File: src/rtl/dmem_arbiter.sv
// Two-master arbiter for the single DataMem port: M0 has priority, M1 gets locked bursts
// and a forced beat after waiting too long. Read data returns one cycle after the grant.
module dmem_arbiter #(
  parameter int unsigned MAX_BURST  = 4,
  parameter int unsigned STARVE_LIM = 8
) (
  input  logic        clk,
  input  logic        reset,
  input  logic        m0_req,
  input  logic        m0_lock,
  input  logic [31:0] m0_pc,
  input  logic [31:0] m0_addr,
  input  logic [31:0] m0_wdata,
  input  logic [3:0]  m0_we,
  output logic        m0_gnt,
  output logic        m0_rvalid,
  output logic [31:0] m0_rdata,
  input  logic        m1_req,
  input  logic        m1_lock,
  input  logic [31:0] m1_addr,
  input  logic [31:0] m1_wdata,
  input  logic [3:0]  m1_we,
  output logic        m1_gnt,
  output logic        m1_rvalid,
  output logic [31:0] m1_rdata,
  output logic [31:0] dm_pc,
  output logic [31:0] dm_addr,
  output logic [31:0] dm_wdata,
  output logic [3:0]  dm_we,
  input  logic [31:0] dm_rdata
);

  localparam int unsigned BW = $clog2(MAX_BURST + 1);
  localparam int unsigned SW = $clog2(STARVE_LIM + 1);

  typedef enum logic [1:0] {StIdle, StOwn0, StOwn1} owner_e;

  owner_e         owner_q, owner_d;
  logic [BW-1:0]  beat_q, beat_d;
  logic [SW-1:0]  starve_q, starve_d;
  logic           rvalid0_q, rvalid1_q;
  logic [31:0]    rdata0_q, rdata1_q;
  logic           burst0, burst1, gnt0, gnt1, cont, lock_sel;

  // Grant selection; reset gates grants so nothing reaches DataMem while held in reset.
  always_comb begin
    burst0 = (owner_q == StOwn0) && m0_req && (beat_q < BW'(MAX_BURST));
    burst1 = (owner_q == StOwn1) && m1_req && (beat_q < BW'(MAX_BURST));
    gnt0   = 1'b0;
    gnt1   = 1'b0;
    if (reset) begin
      if (burst0) begin
        gnt0 = 1'b1;
      end else if (burst1) begin
        gnt1 = 1'b1;
      end else if (m1_req && (starve_q == SW'(STARVE_LIM))) begin
        gnt1 = 1'b1;
      end else if (m0_req) begin
        gnt0 = 1'b1;
      end else if (m1_req) begin
        gnt1 = 1'b1;
      end
    end
    cont = (gnt0 && burst0) || (gnt1 && burst1);
  end

  // Ownership is kept only while locked and below the burst limit; anything else idles.
  always_comb begin
    owner_d  = StIdle;
    beat_d   = '0;
    lock_sel = gnt0 ? m0_lock : m1_lock;
    if (gnt0 || gnt1) begin
      beat_d = cont ? beat_q + BW'(1) : BW'(1);
      if (lock_sel && (beat_d < BW'(MAX_BURST))) begin
        owner_d = gnt0 ? StOwn0 : StOwn1;
      end
    end
  end

  always_comb begin
    starve_d = starve_q;
    if (!m1_req || gnt1) begin
      starve_d = '0;
    end else if (starve_q != SW'(STARVE_LIM)) begin
      starve_d = starve_q + SW'(1);
    end
  end

  always_comb begin
    dm_pc    = '0;
    dm_addr  = '0;
    dm_wdata = '0;
    dm_we    = '0;
    if (gnt0) begin
      dm_pc    = m0_pc;
      dm_addr  = m0_addr;
      dm_wdata = m0_wdata;
      dm_we    = m0_we;
    end else if (gnt1) begin
      dm_addr  = m1_addr;
      dm_wdata = m1_wdata;
      dm_we    = m1_we;
    end
  end

  always_ff @(posedge clk or negedge reset) begin
    if (!reset) begin
      owner_q   <= StIdle;
      beat_q    <= '0;
      starve_q  <= '0;
      rvalid0_q <= 1'b0;
      rvalid1_q <= 1'b0;
      rdata0_q  <= '0;
      rdata1_q  <= '0;
    end else begin
      owner_q   <= owner_d;
      beat_q    <= beat_d;
      starve_q  <= starve_d;
      rvalid0_q <= gnt0 && (m0_we == 4'h0);
      rvalid1_q <= gnt1 && (m1_we == 4'h0);
      if (gnt0 && (m0_we == 4'h0)) rdata0_q <= dm_rdata;
      if (gnt1 && (m1_we == 4'h0)) rdata1_q <= dm_rdata;
    end
  end

  assign m0_gnt    = gnt0;
  assign m1_gnt    = gnt1;
  assign m0_rvalid = rvalid0_q;
  assign m1_rvalid = rvalid1_q;
  assign m0_rdata  = rdata0_q;
  assign m1_rdata  = rdata1_q;

endmodule
File: config.mk
export PLATFORM = sky130hd
export DESIGN_NAME = dmem_arbiter
export DESIGN_NICKNAME = d
export VERILOG_FILES = /design/src/rtl/dmem_arbiter.sv
export SDC_FILE = /design/constraint.sdc
export NUM_CORES = 1
export LEC_CHECK = 0
export ABC_AREA = 1
export CAP_MARGIN = 20
export CORE_AREA = 4 4 145 147
export DETAILED_ROUTE_END_ITERATION = 10
export DIE_AREA = 0 0 149 151
export PLACE_DENSITY = 0.56
export REMOVE_ABC_BUFFERS = 1
export SLEW_MARGIN = 5
export SYNTH_ARGS = -nofsm -noshare
export SYNTH_HDL_FRONTEND = slang
export SYNTH_SLANG_ARGS = --single-unit
File: constraint.sdc
create_clock -name clk -period 2 [get_ports clk]
set_input_delay 0.3 -clock clk [delete_from_list [all_inputs] [get_ports clk]]
set_output_delay 0.3 -clock clk [all_outputs]
set_load 0.01 [all_outputs]
======== After elaboration in Yosys (flattened, before gate mapping) ========
Cells that the tools add are included.
storage, ports and cells
  flip-flop bits (word level) ............. 75
  output and inout port bits .............. 168
  input port bits ......................... 206
  word-level logic and storage cells ...... 58
cells by class
  reductions and logical operators ........ 17
  $add $sub $neg .......................... 2
  multiplexer cells ....................... 26
  order comparisons ....................... 2
  eq/ne operators ......................... 4
operator list
  cell                 count
  $mux 32              5
  $mux 4               4
  $mux 1               12
  $logic_and 1x1->1    10
  $logic_not 4->1      2
  $lt 3x3->1 const B   2
  $mux 2               3
  $mux 3               2
  $add 4x1->4 const B  1
  $eq 4x4->1 const B   1
  $ne 4x4->1 const B   1
  $add 3x1->3 const B  1
  $logic_or 1x1->1     3
  $eq 2x1->1 const B   1
  $eq 2x2->1 const B   1
  $reduce_bool 2->1    1
  $logic_not 1->1      1

======== Longest topological paths before layout ========
  word-level depth ........................ 13
  gate-level depth with buffers ........... 11
  depth with buffers taken out ............ 9

======== Worst setup path after synthesis ========
No wires, ideal clock.
  path kind ............................... reg-to-output
  start ................................... register starve_q[0]
  end ..................................... output port dm_addr[0]
  buffers on the path ..................... 2
  cell stages (with the launch flop) ...... 10
  slack ................................... 0.295 ns
  arrival time ............................ 1.405 ns
  cell sequence ........................... dfrtp_1 -> inv_1 -> ha_1 -> nand4_1 -> nand3_1 -> nand2_2 -> buf_4 -> buf_2 -> nand3_1 -> nand2_1
on the way
  longest elaborated chain between the ends .. 8
  elaborated cells on any way between the ends .. 12
ends and longest elaborated chain
  what                      RTL line  RTL
  start: declaration        40        logic [SW-1:0] starve_q, starve_d;
  start signal: assignment  118       starve_q <= starve_d;
  $eq 4x4->1 *              56        end else if (m1_req && (starve_q == SW'(STARVE_LIM))) begin
  $logic_and 1x1->1 *       56
  $mux 1                    56
  $mux 1                    54        end else if (burst1) begin
  $mux 1                    52        if (burst0) begin
  $mux 1                    51        if (reset) begin
  $mux 32                   99        end else if (gnt1) begin
  $mux 32 *                 94        if (gnt0) begin
  end: declaration          27        output logic [31:0] dm_addr,
Mark *: on every way between the ends. The rest lies on a longest branch, timed or not.

======== Worst setup path in the final report ========
  start ................................... register starve_q[0]
  end ..................................... output port dm_wdata[23]
on the way
  longest elaborated chain between the ends .. 8
  elaborated cells on any way between the ends .. 12
ends and longest elaborated chain
  what                 RTL line  RTL
  $eq 4x4->1 *         56
  $logic_and 1x1->1 *  56
  $mux 1               56
  $mux 1               54
  $mux 1               52
  $mux 1               51
  $mux 32              99
  $mux 32 *            94
  end: declaration     28        output logic [31:0] dm_wdata,
Marked as above.

==> out/summary.md <==
* finished with violations — status
* negative setup slack — failing checks
* 5790 uW — power consumption
* 136 — number of failing setup endpoints in the final timing report
* 8750 sq um — Cell Area, Placed
* 374 — Boundary Pins
* sky130_fd_sc_hd__clkdlybuf4s50_1, sky130_fd_sc_hd__nand2_1, sky130_fd_sc_hd__buf_6 — commonest cells after routing, fill and taps aside
* 0.07 ns — clock slew at reported path FFs
* 0 — Routed Antenna Nets
* 2.08 ns — WP data arrival
* in2async — path type of the worst min-delay path
* 50 — maximum number of pins on one net before global-route repair
* 0.34 ns — later-pin clock latency in the skew report
* 18.5 um — average wire per cell in the routed design
* 10,500 sq um — final instance area
* sky130_fd_sc_hd__clkdlybuf4s50_1 — most frequent standard cell in the layout excluding fill and tap cells
* 0.39 ns — Critical Path Max Stage Delay
* 17.8 mm — Detailed Place HPWL
* 52 — num rows
* 0.370 mV — largest vdd supply drop
* 0.252 — met1 global-route usage
* 1.70 ns — worst endpoint required time
* yes — TritonCTS clock tree
* 0 — count of yosys warnings during synthesis
* 0 — max-capacitance violation count
* 1.19 — period utilisation layout
* 0.852 — Routability Congestion
* 75 — CTS Sinks
* 4350 sq um — synthesized area
* 0 — final number of hold-violating endpoints
* reg2out — worst setup path category
* 5 — buffer and inverter count on the worst path
* output pin — kind of capture point of the worst setup path
* -0.381 ns — final worst-path setup slack
* 0.218 — effective utilization at floorplan
* 551 nW/um^2 — power density cells
* 373 — port buffer count
* 25.4 mm — routed wire length
* register — sort of element at the start of the critical path
* 6.74 sq um — post-synthesis average cell area
* met2 — layer with the highest usage
* 645 — cell count after synthesis
* inv_2, ha_2, nand4_1, buf_4, nand3_4, nand2_8, buf_8, buf_16, nand3_2, nand2_1, buf_2 — Cell Chain, Critical Path
* 1,303 — Final #Nets
* 5,939 — total via count after detailed routing
* 0.556 ns — worst slew pin tran
* 151 um — DIE HEIGHT
* 0 — remaining global-route overflow
* 0 — number of max-slew violations in the final report
* sky130_fd_sc_hd__dfrtp_1 — library cell contributing the largest single delay on the critical path
* 0 — initial antenna violation count
* 5 — largest fanout on the critical path
* 1,302 — Placed Cells incl. Taps
* 1,369 — final cell count without fillers
* -0.27 ns — reg-to-reg slack, setup
* 0.00520 uW — Leakage
* 0.365 — fraction of final layout cells sized beyond drive strength 1
* 22,500 sq um — Die ar.
* 0.629 — Worst slew margin
* 5,803 — via count of the first global-routing pass
* 0.368 — global routing met2 resource utilization
* 249 — Detailed Route Iter0 Violations
* 420 MHz — FMAX
* 4 — number of iterations in the first detailed-routing pass
* 0.205 — gr usage total
* buffers and inverters — delay-heaviest family, CP
* 1,924 — total of fill cells in the finished design
* 0 — number of antenna diodes
* 75 — FF+latch count, synth
* 4.34 — number of vias per cell
* 0.0141 ns — final setup skew
* true — RSZ-0062 raised after global routing
* 19,900 sq um — area of the core region
* 0.0518 — fraction of met3 tracks used by global routing
* 3 — number of levels the H-tree was split into
* sky130_fd_sc_hd__clkbuf_16 — Clock Tree Root
* 2.38 ns — min cycle time layout
* 142% — P&R area growth vs syn
* 22 — number of different library cells in the post-synthesis netlist
* 0.432 — sequential share of the synthesized area
* 0 — Residual DRC
* 0.0217 ns — worst hold slack across all endpoints
* 9 — number of buffers inserted during clock tree synthesis
* 149 um — width of the die
* 35.3 mm — global-route wire length before repair
* 0 — # hold bufs at CTS
* 2 — Clock Tree Buf Depth
## final timing paths
path                                    startpoint                       end  cells past startpoint
setup / recovery           starve_q[0]$_DFFE_PN0P_              dm_wdata[23]                     11
hold / removal                               reset      owner_q[1]$_DFF_PN0_                      3
setup reg to reg           starve_q[0]$_DFFE_PN0P_   starve_q[0]$_DFFE_PN0P_                     17
hold reg to reg            m0_rdata[7]$_DFFE_PN0P_   m0_rdata[7]$_DFFE_PN0P_                      2
max in group asynchronous                    reset  m1_rdata[10]$_DFFE_PN0P_                      4
min in group clk                             reset   starve_q[2]$_DFFE_PN0P_                      6
## cells by family (layout without fill, tap and decap cells)
family          Yosys count  after routing  synth area share
compound gates            3              3           0.00345
xor+xnor                  3              3           0.00604
simple gates            464            465             0.451
flops                    75             75             0.432
fa+ha+maj                 3              3           0.00863
buf+inv                  97            550            0.0993
## synth_stat cells
cell                       instances  share of area
sky130_fd_sc_hd__nor2_1           39          0.034
sky130_fd_sc_hd__xnor2_1           1         0.0020
sky130_fd_sc_hd__inv_1            49          0.042
sky130_fd_sc_hd__nand2_4           1         0.0026
sky130_fd_sc_hd__nor3_1            2         0.0023
sky130_fd_sc_hd__o21ai_1           2         0.0023
sky130_fd_sc_hd__a21oi_1           1         0.0011
sky130_fd_sc_hd__nand2_1         309           0.27
sky130_fd_sc_hd__buf_1             4         0.0035
sky130_fd_sc_hd__inv_2             3         0.0026
sky130_fd_sc_hd__nand3_2           3         0.0069
sky130_fd_sc_hd__buf_6             3         0.0078
sky130_fd_sc_hd__buf_2            21          0.024
sky130_fd_sc_hd__ha_1              3         0.0086
sky130_fd_sc_hd__xor2_1            2         0.0040
sky130_fd_sc_hd__nand4_1          35          0.050
sky130_fd_sc_hd__nand2_2           2         0.0029
sky130_fd_sc_hd__dfrtp_1          75           0.43
sky130_fd_sc_hd__clkbuf_1         12          0.010
sky130_fd_sc_hd__nor3b_2           1         0.0029
sky130_fd_sc_hd__buf_4             5         0.0086
sky130_fd_sc_hd__nand3_1          72          0.083
## cell type report
cell class / count / area [sq um] / area share
Timing Repair Buffer: 482 / 4980 / 0.474
Multi-Input combinational cell: 474 / 2820 / 0.268
Sequential cell: 75 / 1880 / 0.179
Tap cell: 270 / 338 / 0.0321
Clock buffer: 9 / 225 / 0.0214
Inverter: 52 / 215 / 0.0205
Clock inverter: 7 / 60.1 / 0.00571
## power by group
group          leakage [uW]  total [uW]  switching, uW  internal, uW
Combinational       0.00408        2350            999          1350
Sequential         0.000991        1880            133          1750
Clock              0.000131        1560            702           860
Total               0.00520        5790           1830          3960
## per-stage QoR
step | setup WS [ns] | TNS [ns] | utilization
after global placement | -0.642 | -67.93 | 0.440
after floorplan | -0.906 | -76.63 | -
after CTS | -0.454 | -43.12 | 0.490
final | -0.381 | -32.73 | 0.528
after global routing | -0.488 | -48.42 | 0.528
after detailed placement | -0.688 | -75.84 | 0.440
## repair_timing
item,in CTS,in global routing
buffers inserted,47,6
setup endpoints to repair,135,138
resized for setup,418,333
pin swaps,20,38
cloned,12,6
endpoints found under the hold margin,0,0
## metal layers
layer,vias to the layer above,share of wire
met4,0,0.012
li1,2922,-
met3,29,0.078
met2,238,0.52
met1,2750,0.39
met5,-,0
## tightest hold or removal path, stage by stage
cell and delay (ns):
sky130_fd_sc_hd__buf_6 0.08, sky130_fd_sc_hd__buf_4 0.14, sky130_fd_sc_hd__buf_4 0.19
## sequential cells by signal (all words and copies together) (netlist names)
name	count
owner_q	2
m1_rdata	32
starve_q	4
m0_rvalid	1
beat_q	3
m0_rdata	32
m1_rvalid	1
(Power assumes the default switching activity.)
==> variant (same settings) <==
Encoding of `owner_e`: now one-hot (3 bits for 3 values).
--- a/src/rtl/dmem_arbiter.sv
+++ b/src/rtl/dmem_arbiter.sv
@@ -33,7 +33,7 @@
   localparam int unsigned BW = $clog2(MAX_BURST + 1);
   localparam int unsigned SW = $clog2(STARVE_LIM + 1);
 
-  typedef enum logic [1:0] {StIdle, StOwn0, StOwn1} owner_e;
+  typedef enum logic [2:0] {StIdle = 3'b001, StOwn0 = 3'b010, StOwn1 = 3'b100} owner_e;
 
   owner_e         owner_q, owner_d;
   logic [BW-1:0]  beat_q, beat_d;
Check against the original RTL: no difference found for any inputs over 10 cycles, from zero or initial values and one cycle with reset low; not proved beyond that.
==> variant against the original RTL <==
- the flow still finishes with violations (negative setup slack)
- power fell by 3.2%
- critical path depth rose by 1
- area after synthesis down 0.78%
- cell area down 8.5%
- die area stayed put
- sequential cell count grew 1
- routed wire length fell by 14%
- worst setup slack better by 61 ps
- critical endpoint is now dm_wdata[24]
- largest cell class unchanged
==> variant: results (changes against the original RTL) <==
Cells and area
  – Filler Cells Inserted: 1976 (+2.7%)
  – Layout cells sized above 1: 31.84% (-4.6 points)
  – Number of nets at the end of the flow: 1236 (-5.1%)

Logic synthesis
  – Average cell area after synthesis: 7.157 um2 (+6.1%)
  – Most frequent cells after synthesis: sky130_fd_sc_hd__nand2_1, sky130_fd_sc_hd__inv_1, sky130_fd_sc_hd__dfrtp_1
  – Area share of the leading cell type in the synthesized netlist: 43.49% (+0.34 points)
  – Post-synthesis sequential area ratio: 44.10% (+0.95 points)
  – Largest cells by area after synthesis: sky130_fd_sc_hd__dfrtp_1, sky130_fd_sc_hd__nand2_1, sky130_fd_sc_hd__inv_1, sky130_fd_sc_hd__buf_6, sky130_fd_sc_hd__o21ai_2
  – Yosys cell types: 27 (+23%)

Worst hold path
  – Class of the most critical hold timing path: reg2reg

Power
  – Net Switching: 1.569 mW (-14%)
  – Sw frac: 27.99% (-3.7 points)
  – VDD IR max: 0.3979 mV (+7.7%)
  – Leakage power summed over all cells: 4.931 nW (-5.2%)
  – Relative contribution of sequential cells to total power: 33.7% (+1.2 points)
  – Clk pwr: 1.69 mW (+8%)

Global routing
  – Overall global routing resource usage: 17.40% (-3.1 points)
  – Global-route wire length before repair: 30220 um (-14%)
  – Number of global-route vias before repair: 5098 (-12%)
  – Initial antenna violation count: 6 (+6)
  – Maximum number of pins on one net before global-route repair: 68 (+36%)

Critical path
  – Cell with the largest stage delay on the worst path: sky130_fd_sc_hd__dfrtp_1
  – Worst Path Arrival: 2020 ps (-60 ps)
  – Count of cells along the worst register-to-register path: 12 (-5)
  – Worst-case register-to-register setup slack: 50 ps (+320 ps)
  – Worst reg2reg path endpoint: m0_rdata[11]$_DFFE_PN0P_
  – Maximum fanout along the worst path: 7 (+2)
  – Critical path capture point: dm_wdata[24]

Status
  – Status: finished, violations left
  – Violations in the final reports: negative setup slack

STA
  – Actual slew at the worst max-slew pin: 891.6 ps (+335.5 ps)
  – Post-Route Skew: 7.420 ps (-6.708 ps)
  – Setup slack after layout: -320.6 ps (+60.55 ps)
  – Final-report setup violation count: 102 (-25%)

Detailed routing
  – Avg Vias per Cell: 4.032 (-7.1%)
  – Sum of routed wire length over all layers: 21740 um (-14%)
  – Wirelength per Cell: 16.65 um (-10%)
  – Drt initial violations: 69 (-72%)

Place
  – Worst setup slack after placement: -676.8 ps (+10.79 ps)
  – Placer Congestion: 0.8429 (-1.0%)
  – HPWL Detailed: 16120 um (-9.5%)
-- variant: changes by cell type after synthesis, sizes merged, moves of 2 or more --
cell    before  now
inv         52   80
nand2      312  285
buf         33   30
nor4         0    2
clkbuf      12    2
nand3       75   12
nand4       35    4
o21ai        2   64
-- variant: layout make-up --
class                           count  share of cell area [%]
Timing Repair Buffer              444                   46.48
Timing Repair inverter              1                  0.1171
Sequential cell                    76                   19.79
Clock inverter                      5                  0.8196
Inverter                           80                   3.382
Antenna cell                        6                  0.1561
Tap cell                          270                   3.512
Clock buffer                        9                   2.342
Multi-Input combinational cell    415                   23.40
-- variant: stage by stage --
step / cell area, um2 / setup TNS (ps)
6_report: 9618 / -23450
5_1_grt: 9618 / -38270
4_1_cts: 8776 / -17560
3_5_place_dp: 8477 / -66550
3_3_place_gp: 8477 / -62280
2_1_floorplan: 4035 / -68090
-- variant: worst max-delay path, delay by kind of cell (launching register included) --
kind                       cells  cell delay [ps]
and+or+nand+nor                6              640
buffers and inverters          5              570
DFF                            1              390
adders and majority gates      1              110
-- variant: kinds of logic after synthesis --
family / after synthesis / synth area share, %
flip-flops: 76 / 44.10
AO/OA/AOI/OAI: 65 / 9.597
adder cells (fa/ha/maj): 3 / 0.8699
XOR/XNOR: 2 / 0.4060
buffers and inverters: 112 / 13.51
AND/OR/NAND/NOR: 345 / 31.52
-- variant: timing repair --
item / CTS / global route
gates resized for setup: 454 / 172
endpoints found under the hold margin: 8 / 0
setup buffers: 13 / 12
hold buffers: 1 / 0
gates cloned: 7 / 7
pin swaps: 6 / 30
endpoints found under the setup margin: 102 / 102
-- variant: layer usage --
metal  track usage, %  vias up  wire length, um
met3            5.536       16             1686
met2            30.91      193            11240
li1                 -     2675                -
met4            4.805        0              356
met5                0        -                0
met1            20.20     2382             8454
